File: src/rtl/spi_access_arbiter.sv
// rtl/spi_access_arbiter.sv - round-robin arbiter sharing one SPI register-access master between two requesters
module spi_access_arbiter #(
  parameter int SPI_ADDR_WIDTH = 6,
  parameter int SPI_DATA_WIDTH = 20,
  parameter int TIMEOUT_CYCLES = 1023
) (
  input  logic                      i_clk_sys,
  input  logic                      i_rst,
  input  logic [1:0]                i_req,
  input  logic                      i_rw0,
  input  logic                      i_rw1,
  input  logic [SPI_ADDR_WIDTH-1:0] i_addr0,
  input  logic [SPI_ADDR_WIDTH-1:0] i_addr1,
  input  logic [SPI_DATA_WIDTH-1:0] i_wdata0,
  input  logic [SPI_DATA_WIDTH-1:0] i_wdata1,
  output logic [1:0]                o_ack,
  output logic [1:0]                o_done,
  output logic                      o_err,
  output logic [SPI_DATA_WIDTH-1:0] o_rdata,
  output logic                      o_busy,
  output logic                      o_spi_start,
  output logic                      o_spi_rw,
  output logic [SPI_ADDR_WIDTH-1:0] o_spi_write_address,
  output logic [SPI_DATA_WIDTH-1:0] o_spi_write_data,
  input  logic                      i_spi_data_valid,
  input  logic [SPI_DATA_WIDTH-1:0] i_spi_read_data
);

  localparam int TIMER_W = $clog2(TIMEOUT_CYCLES);
  localparam logic [TIMER_W-1:0] TIMER_LAST = TIMER_W'(TIMEOUT_CYCLES - 1);

  typedef enum logic [1:0] {
    S_IDLE,
    S_ISSUE,
    S_WAIT,
    S_DONE
  } state_t;

  state_t                    state, state_nx;
  logic                      gnt, gnt_nx;
  logic                      last_gnt, last_gnt_nx;
  logic                      winner;
  logic [TIMER_W-1:0]        timer, timer_nx;
  logic [1:0]                ack_nx, done_nx;
  logic                      err_nx, busy_nx, start_nx, rw_nx;
  logic [SPI_DATA_WIDTH-1:0] rdata_nx, wdata_nx;
  logic [SPI_ADDR_WIDTH-1:0] addr_nx;

  // On a tie the requester that did not win last time takes the grant.
  assign winner = (i_req == 2'b11) ? ~last_gnt : i_req[1];

  always_ff @(posedge i_clk_sys) begin
    if (i_rst) begin
      state               <= S_IDLE;
      gnt                 <= 1'b0;
      last_gnt            <= 1'b1;
      timer               <= '0;
      o_ack               <= 2'b00;
      o_done              <= 2'b00;
      o_err               <= 1'b0;
      o_rdata             <= '0;
      o_busy              <= 1'b0;
      o_spi_start         <= 1'b0;
      o_spi_rw            <= 1'b0;
      o_spi_write_address <= '0;
      o_spi_write_data    <= '0;
    end else begin
      state               <= state_nx;
      gnt                 <= gnt_nx;
      last_gnt            <= last_gnt_nx;
      timer               <= timer_nx;
      o_ack               <= ack_nx;
      o_done              <= done_nx;
      o_err               <= err_nx;
      o_rdata             <= rdata_nx;
      o_busy              <= busy_nx;
      o_spi_start         <= start_nx;
      o_spi_rw            <= rw_nx;
      o_spi_write_address <= addr_nx;
      o_spi_write_data    <= wdata_nx;
    end
  end

  always_comb begin
    state_nx    = state;
    gnt_nx      = gnt;
    last_gnt_nx = last_gnt;
    timer_nx    = timer;
    ack_nx      = 2'b00;
    done_nx     = 2'b00;
    err_nx      = 1'b0;
    start_nx    = 1'b0;
    rdata_nx    = o_rdata;
    rw_nx       = o_spi_rw;
    addr_nx     = o_spi_write_address;
    wdata_nx    = o_spi_write_data;
    case (state)
      S_IDLE: begin
        if (i_req != 2'b00) begin
          gnt_nx         = winner;
          last_gnt_nx    = winner;
          ack_nx[winner] = 1'b1;
          start_nx       = 1'b1;
          rw_nx          = winner ? i_rw1 : i_rw0;
          addr_nx        = winner ? i_addr1 : i_addr0;
          wdata_nx       = winner ? i_wdata1 : i_wdata0;
          state_nx       = S_ISSUE;
        end
      end
      S_ISSUE: begin
        timer_nx = '0;
        state_nx = S_WAIT;
      end
      S_WAIT: begin
        if (i_spi_data_valid) begin
          done_nx[gnt] = 1'b1;
          if (o_spi_rw) rdata_nx = i_spi_read_data;
          state_nx = S_DONE;
        end else if (timer == TIMER_LAST) begin
          done_nx[gnt] = 1'b1;
          err_nx       = 1'b1;
          rdata_nx     = '0;
          state_nx     = S_DONE;
        end else begin
          timer_nx = timer + TIMER_W'(1);
        end
      end
      default: state_nx = S_IDLE;
    endcase
    busy_nx = (state_nx != S_IDLE);
  end

endmodule

File: config.mk
export PLATFORM = sky130hd
export DESIGN_NAME = spi_access_arbiter
export DESIGN_NICKNAME = d
export VERILOG_FILES = /design/src/rtl/spi_access_arbiter.sv
export SDC_FILE = /design/constraint.sdc
export NUM_CORES = 1
export LEC_CHECK = 0
export CAP_MARGIN = 20
export CORE_UTILIZATION = 30
export DETAILED_ROUTE_END_ITERATION = 10
export PLACE_DENSITY = 0.74
export SYNTH_ARGS = -nofsm -noshare
export SYNTH_HDL_FRONTEND = slang
export SYNTH_SLANG_ARGS = --single-unit
File: constraint.sdc
create_clock -name i_clk_sys -period 1.7 [get_ports i_clk_sys]
set_input_delay 0.34 -clock i_clk_sys [delete_from_list [all_inputs] [get_ports i_clk_sys]]
set_output_delay 0.34 -clock i_clk_sys [all_outputs]
set_load 0.005 [all_outputs]
==> Word-level counts from Yosys, hierarchy flattened <==
Cells that the tools add are included.
{ "totals": {"in_bits": 79, "output_inout_bits": 54, "register_bits": 68, "word_cells": 65} }
{ "op_classes": {"muxes": 22, "bitwise": 4, "magnitude_cmp": 4, "n_eq_ne": 7, "n_addsub": 1, "n_reduce_logical": 14} }
{ "op_table": {"columns": ["op", "count"], "rows": [
  ["$mux W20", 4],
  ["$mux W10", 2],
  ["$pmux W10 S2", 1],
  ["$add A10 B1 Y10 const B", 1],
  ["$eq A10 B10 Y1 const B", 1],
  ["$mux W2", 5],
  ["$reduce_bool A2 Y1", 4],
  ["$mux W1", 6],
  ["$mux W6", 1],
  ["$ne A2 B2 Y1 const B", 3],
  ["$pmux W2 S3", 1],
  ["$reduce_and A3 Y1", 2],
  ["$reduce_or A3 Y1", 2],
  ["$eq A2 B2 Y1 const B", 2],
  ["$lt A1 B2 Y1 const B", 2],
  ["$not A1 Y1", 4],
  ["$reduce_or A2 Y1", 2],
  ["$demux W1 S1", 2],
  ["$eq A2 B1 Y1 const B", 1],
  ["$ge A1 B1 Y1 const B", 2],
  ["$logic_and A1 B1 Y1", 2],
  ["$logic_not A2 Y1", 1],
  ["$reduce_and A2 Y1", 1]
]} }

==> Depth between registers and ports, before layout <==
Gate-level depths: netlist of the first run.
{ "depth": {"ltp_word": 6, "mapped_depth": 7, "ltp_nobuf": 6} }

==> Least setup slack after synthesis of the first run <==
No wires, ideal clock.
{ "synth_timing": {"path_type": "register to register", "from": "register timer[0]", "to": "register timer[8]", "arrival_time_ns": 1.705, "n_path_buf": 0, "path_stages_with_launch": 7, "period_less_slack_ns": 1.775, "path_slack_ns": -0.075, "t_required_ns": 1.630, "setup_ns": 0.070, "path_cell_list": "dfxtp_1 -> inv_1 -> ha_1 -> and3_1 -> a2111oi_0 -> mux2_2 -> a21oi_1"} }
{ "synth_via": {"elab_chain_len": 4, "elab_cells_between_ends": 7, "cone_classes": "add/sub: 1; eq/ne: 2; mux: 3; reduce/logical: 1"} }
{ "synth_rtl": {"columns": ["item", "line_no", "source"], "rows": [
  ["start: declaration", "43", "logic [TIMER_W-1:0] timer, timer_nx;"],
  ["start signal: assignment", "71", "timer <= timer_nx;"],
  ["$add A10 B1 Y10", "125", "timer_nx = timer + TIMER_W'(1);"],
  ["$mux W10", "119", "end else if (timer == TIMER_LAST) begin"],
  ["$mux W10", "115", "if (i_spi_data_valid) begin"],
  ["$pmux W10 S2", "97", "case (state)"]
]} }
Several ways; a longest one is shown, not always the timed one. The select of a mux whose other input is x is not followed.
A chain may end at the register's enable or synchronous reset.

==> Worst setup path in the final report of the first run <==
{ "layout_timing": {"from": "register timer[1]", "to": "register timer[7]"} }
The elaborated chain is that of the path after synthesis.

==> results_dict.tcl, run 1 <==
set metrics [dict create \
    r2r_slack_ns 0.07 \
    cts.sinks 68 \
    initial_core_util_pct 31.4 \
    clkTransAtPathRegs_ns 0.07 \
    diodes 0 \
    hold_start "i_rst" \
    drc_errors 0 \
    hold_slack_ns 0.354 \
    critPathMaxStageDelay_ns 0.42 \
    layoutNonFillerInstCount 611 \
    setup_violations 0 \
    cts_buffers 9 \
    seq_area_frac_synth_pct 46.3 \
    grt_pass1_wl_um 13400 \
    critPathSlowestCell "or4_1" \
    synth-edff-count 0 \
    yosysWarnings 0 \
    hold-path-cell-count 2 \
    coreArea_mm2 0.00937 \
    final_util_pct 52.4 \
    timing.rr.start "timer[1]" \
    pre_cts_ws_ns -0.243 \
    crit_path_cell_trace "buf_4, nand2_2, or3_1, or4_1, a31oi_1" \
    r2r.worst_path.cells 5 \
    vias_per_cell 4.89 \
    nets 562 \
    hold_violations 0 \
    cp_max_fo 4 \
    min_to "state[0]" \
    die_x_um 101 \
    routed_wl_um 8490 \
    fin_ws_ns 0.0719 \
    drtPass1Iterations 4 \
    multi_input_area_mm2 0.00155 \
    slew_violations 0 \
    grt_pass1_vias 2905 \
    end_kind "flop" \
    ys_seq_elements 68 \
    fp.dieH_um 101 \
    track_usage_pct 16.8 \
    fp-row-count 35 \
    drt-initial-drc-count 114 \
    num_vias 2988 \
    hpwl_um 6190 \
    syn_area_mm2 0.00294 \
    cts_tree "built" \
    skew_ns 0.00648 \
    yosys_most_used_dff "dfxtp_1" \
    gr-total-overflow 0 \
    clock-root-buffer "clkbuf_8" \
    irDropWorstVdd_mv 0.652 \
    drv_cap 0 \
    slew_headroom_pct 71.8 \
    port_buffers 132 \
    synth.avg_cell_area_um2 9.00 \
    ioPinCount 133 \
    seqCellArea_mm2 0.00137 \
    drive_gt1_share_pct 15.6 \
    status "complete, no violations" \
    synth_cell_types 45 \
    crit_path_start_kind "flop" \
    grt_max_degree 55 \
    critPathKind "reg2reg" \
    antenna_found_initial 0 \
    hp-class "in2reg" \
    power_density_mw_per_mm2 1220 \
    syn-instance-count 327 \
    cts_buffer_depth 2 \
    fillCellCount 880 \
    p_leak_nw 1.82 \
    synth_fp_nets 412 \
    detail_route.wl_per_cell_um 13.9 \
    die_area_mm2 0.0102 \
    ant_nets 0 \
    period_share_pct 95.8 \
    rsz0062_at_grt "no" \
    dpl.cell_count 593 \
    period_minus_slack_ns 1.63 \
    r2r_end "timer[7]" \
    clk_latency_ns 0.34 \
    ctsHtreeMaxLevel 3 \
    worst-endpoint-required_ns 1.96 \
    cp_data_arrival_time_ns 1.89 \
    synthArstFlopShare_pct 0 \
    worst_slew_pin_slew_ns 0.418 \
    gp_congestion 0.835 \
    area_growth_pct 66.8 \
    max_freq_mhz 614 \
]
synth_stat cells (all sizes together) (5+ instances only):
cell type	count	area, um^2
inv	7	26.3
and3	7	45.1
dfxtp	68	1360
mux2i	27	270
a21oi	28	140
nor3	5	25.0
ha	6	75.1
a211oi	27	203
nor2	31	116
o21ai	25	125
nand2	28	113
clkbuf	21	78.8
nand3	8	40.0
worst max-delay path by stage:
stage	cells after the start	endpoint	startpoint	slack [ns]
4_1_cts	6	timer[8]	timer[0]	0.005
6_report	5	timer[7]	timer[1]	0.07
2_1_floorplan	6	timer[8]	timer[0]	0.03
3_3_place_gp	5	o_spi_rw	i_req[1]	-0.19
5_1_grt	6	timer[7]	state[0]	0.006
3_5_place_dp	6	o_rdata[9]	i_spi_data_valid	-0.24
flip-flops by register name, indices dropped and copies added, names as in the netlist:
register	cells
o_rdata	20
o_spi_write_data	20
timer	10
o_spi_write_address	6
o_ack	2
o_done	2
state	2
gnt	1
last_gnt	1
o_busy	1
o_err	1
o_spi_rw	1
o_spi_start	1
report_power, final:
part | switching (mW) | internal, mW | total (mW)
logic | 1.16 | 1.34 | 2.50
clock network | 0.600 | 0.753 | 1.35
registers | 0.180 | 1.96 | 2.14
total | 1.94 | 4.05 | 5.99
layer usage:
layer | wire length, um | vias up | GRT usage, %
li1 | - | 1489 | -
met1 | 3540 | 1404 | 18.8
met2 | 4390 | 84 | 29.8
met3 | 445 | 11 | 5.20
met4 | 116 | 0 | 5.80
met5 | 0 | - | 0
cells in the final DEF, fill, tap and decap left out, types with 3 or more instances in the layout:
master / Yosys / routed
nand4_1: 3 / 3
a211oi_1: 27 / 27
nand2_1: 27 / 26
nor3_1: 5 / 4
dfxtp_2: 0 / 5
o21ai_1: 0 / 9
buf_12: 0 / 4
nor2_1: 31 / 31
buf_4: 1 / 27
inv_1: 7 / 6
ha_1: 6 / 5
nand3_1: 8 / 6
o21ai_0: 25 / 16
and3_1: 6 / 5
dfxtp_1: 68 / 62
a21oi_1: 28 / 28
clkbuf_8: 0 / 11
clkdlybuf4s50_1: 0 / 131
mux2i_1: 27 / 27
area by class of cell:
cell class / instances / area share (%)
clock inverters: 4 / 0.969
well taps: 129 / 3.29
repair buffers: 163 / 32.6
inverters: 7 / 0.535
clock buffers: 12 / 3.16
flip-flops and latches: 68 / 27.9
multi-input cells: 228 / 31.5
metrics by stage:
stage / total power [mW] / area (um^2) / setup TNS, ns
after floorplan: 3.31 / 2950 / 0
after global placement: 4.58 / 4600 / -6.25
after detailed placement: 4.63 / 4600 / -7.81
after CTS: 6.00 / 4850 / 0
after global routing: 6.41 / 4910 / 0
final: 5.99 / 4910 / 0
critical path: cells and delay by family (launching register included):
kind / cells / cell delay, ns
and+or+nand+nor: 3 / 0.87
DFF: 1 / 0.38
AOI/OAI and AO/OA: 1 / 0.17
buffers and inverters: 1 / 0.13
logic make-up after synthesis:
family	count (synthesis)	share of synthesized area, %
AOI/OAI and AO/OA	102	22.7
adders and majority gates	6	2.55
buffers and inverters	31	4.17
DFF	68	46.3
muxes	28	9.57
and+or+nand+nor	92	14.8
repair_timing:
| item | 4_1_cts | 5_1_grt |
|---|---|---|
| pin swaps | 1 | 7 |
| gates resized for setup | 10 | 22 |
| hold buffers | 0 | 0 |
| setup endpoints to repair | 24 | 29 |
| setup buffers | 0 | 2 |
No activity file was read; power rests on OpenSTA's default activity.
==> inputs of run 2 (changes only) <==
Settings changed: SLEW_MARGIN from default to 20.
==> results of run 2 <==
Same layout as run 1: the final DEF is identical, and so are final timing and power.
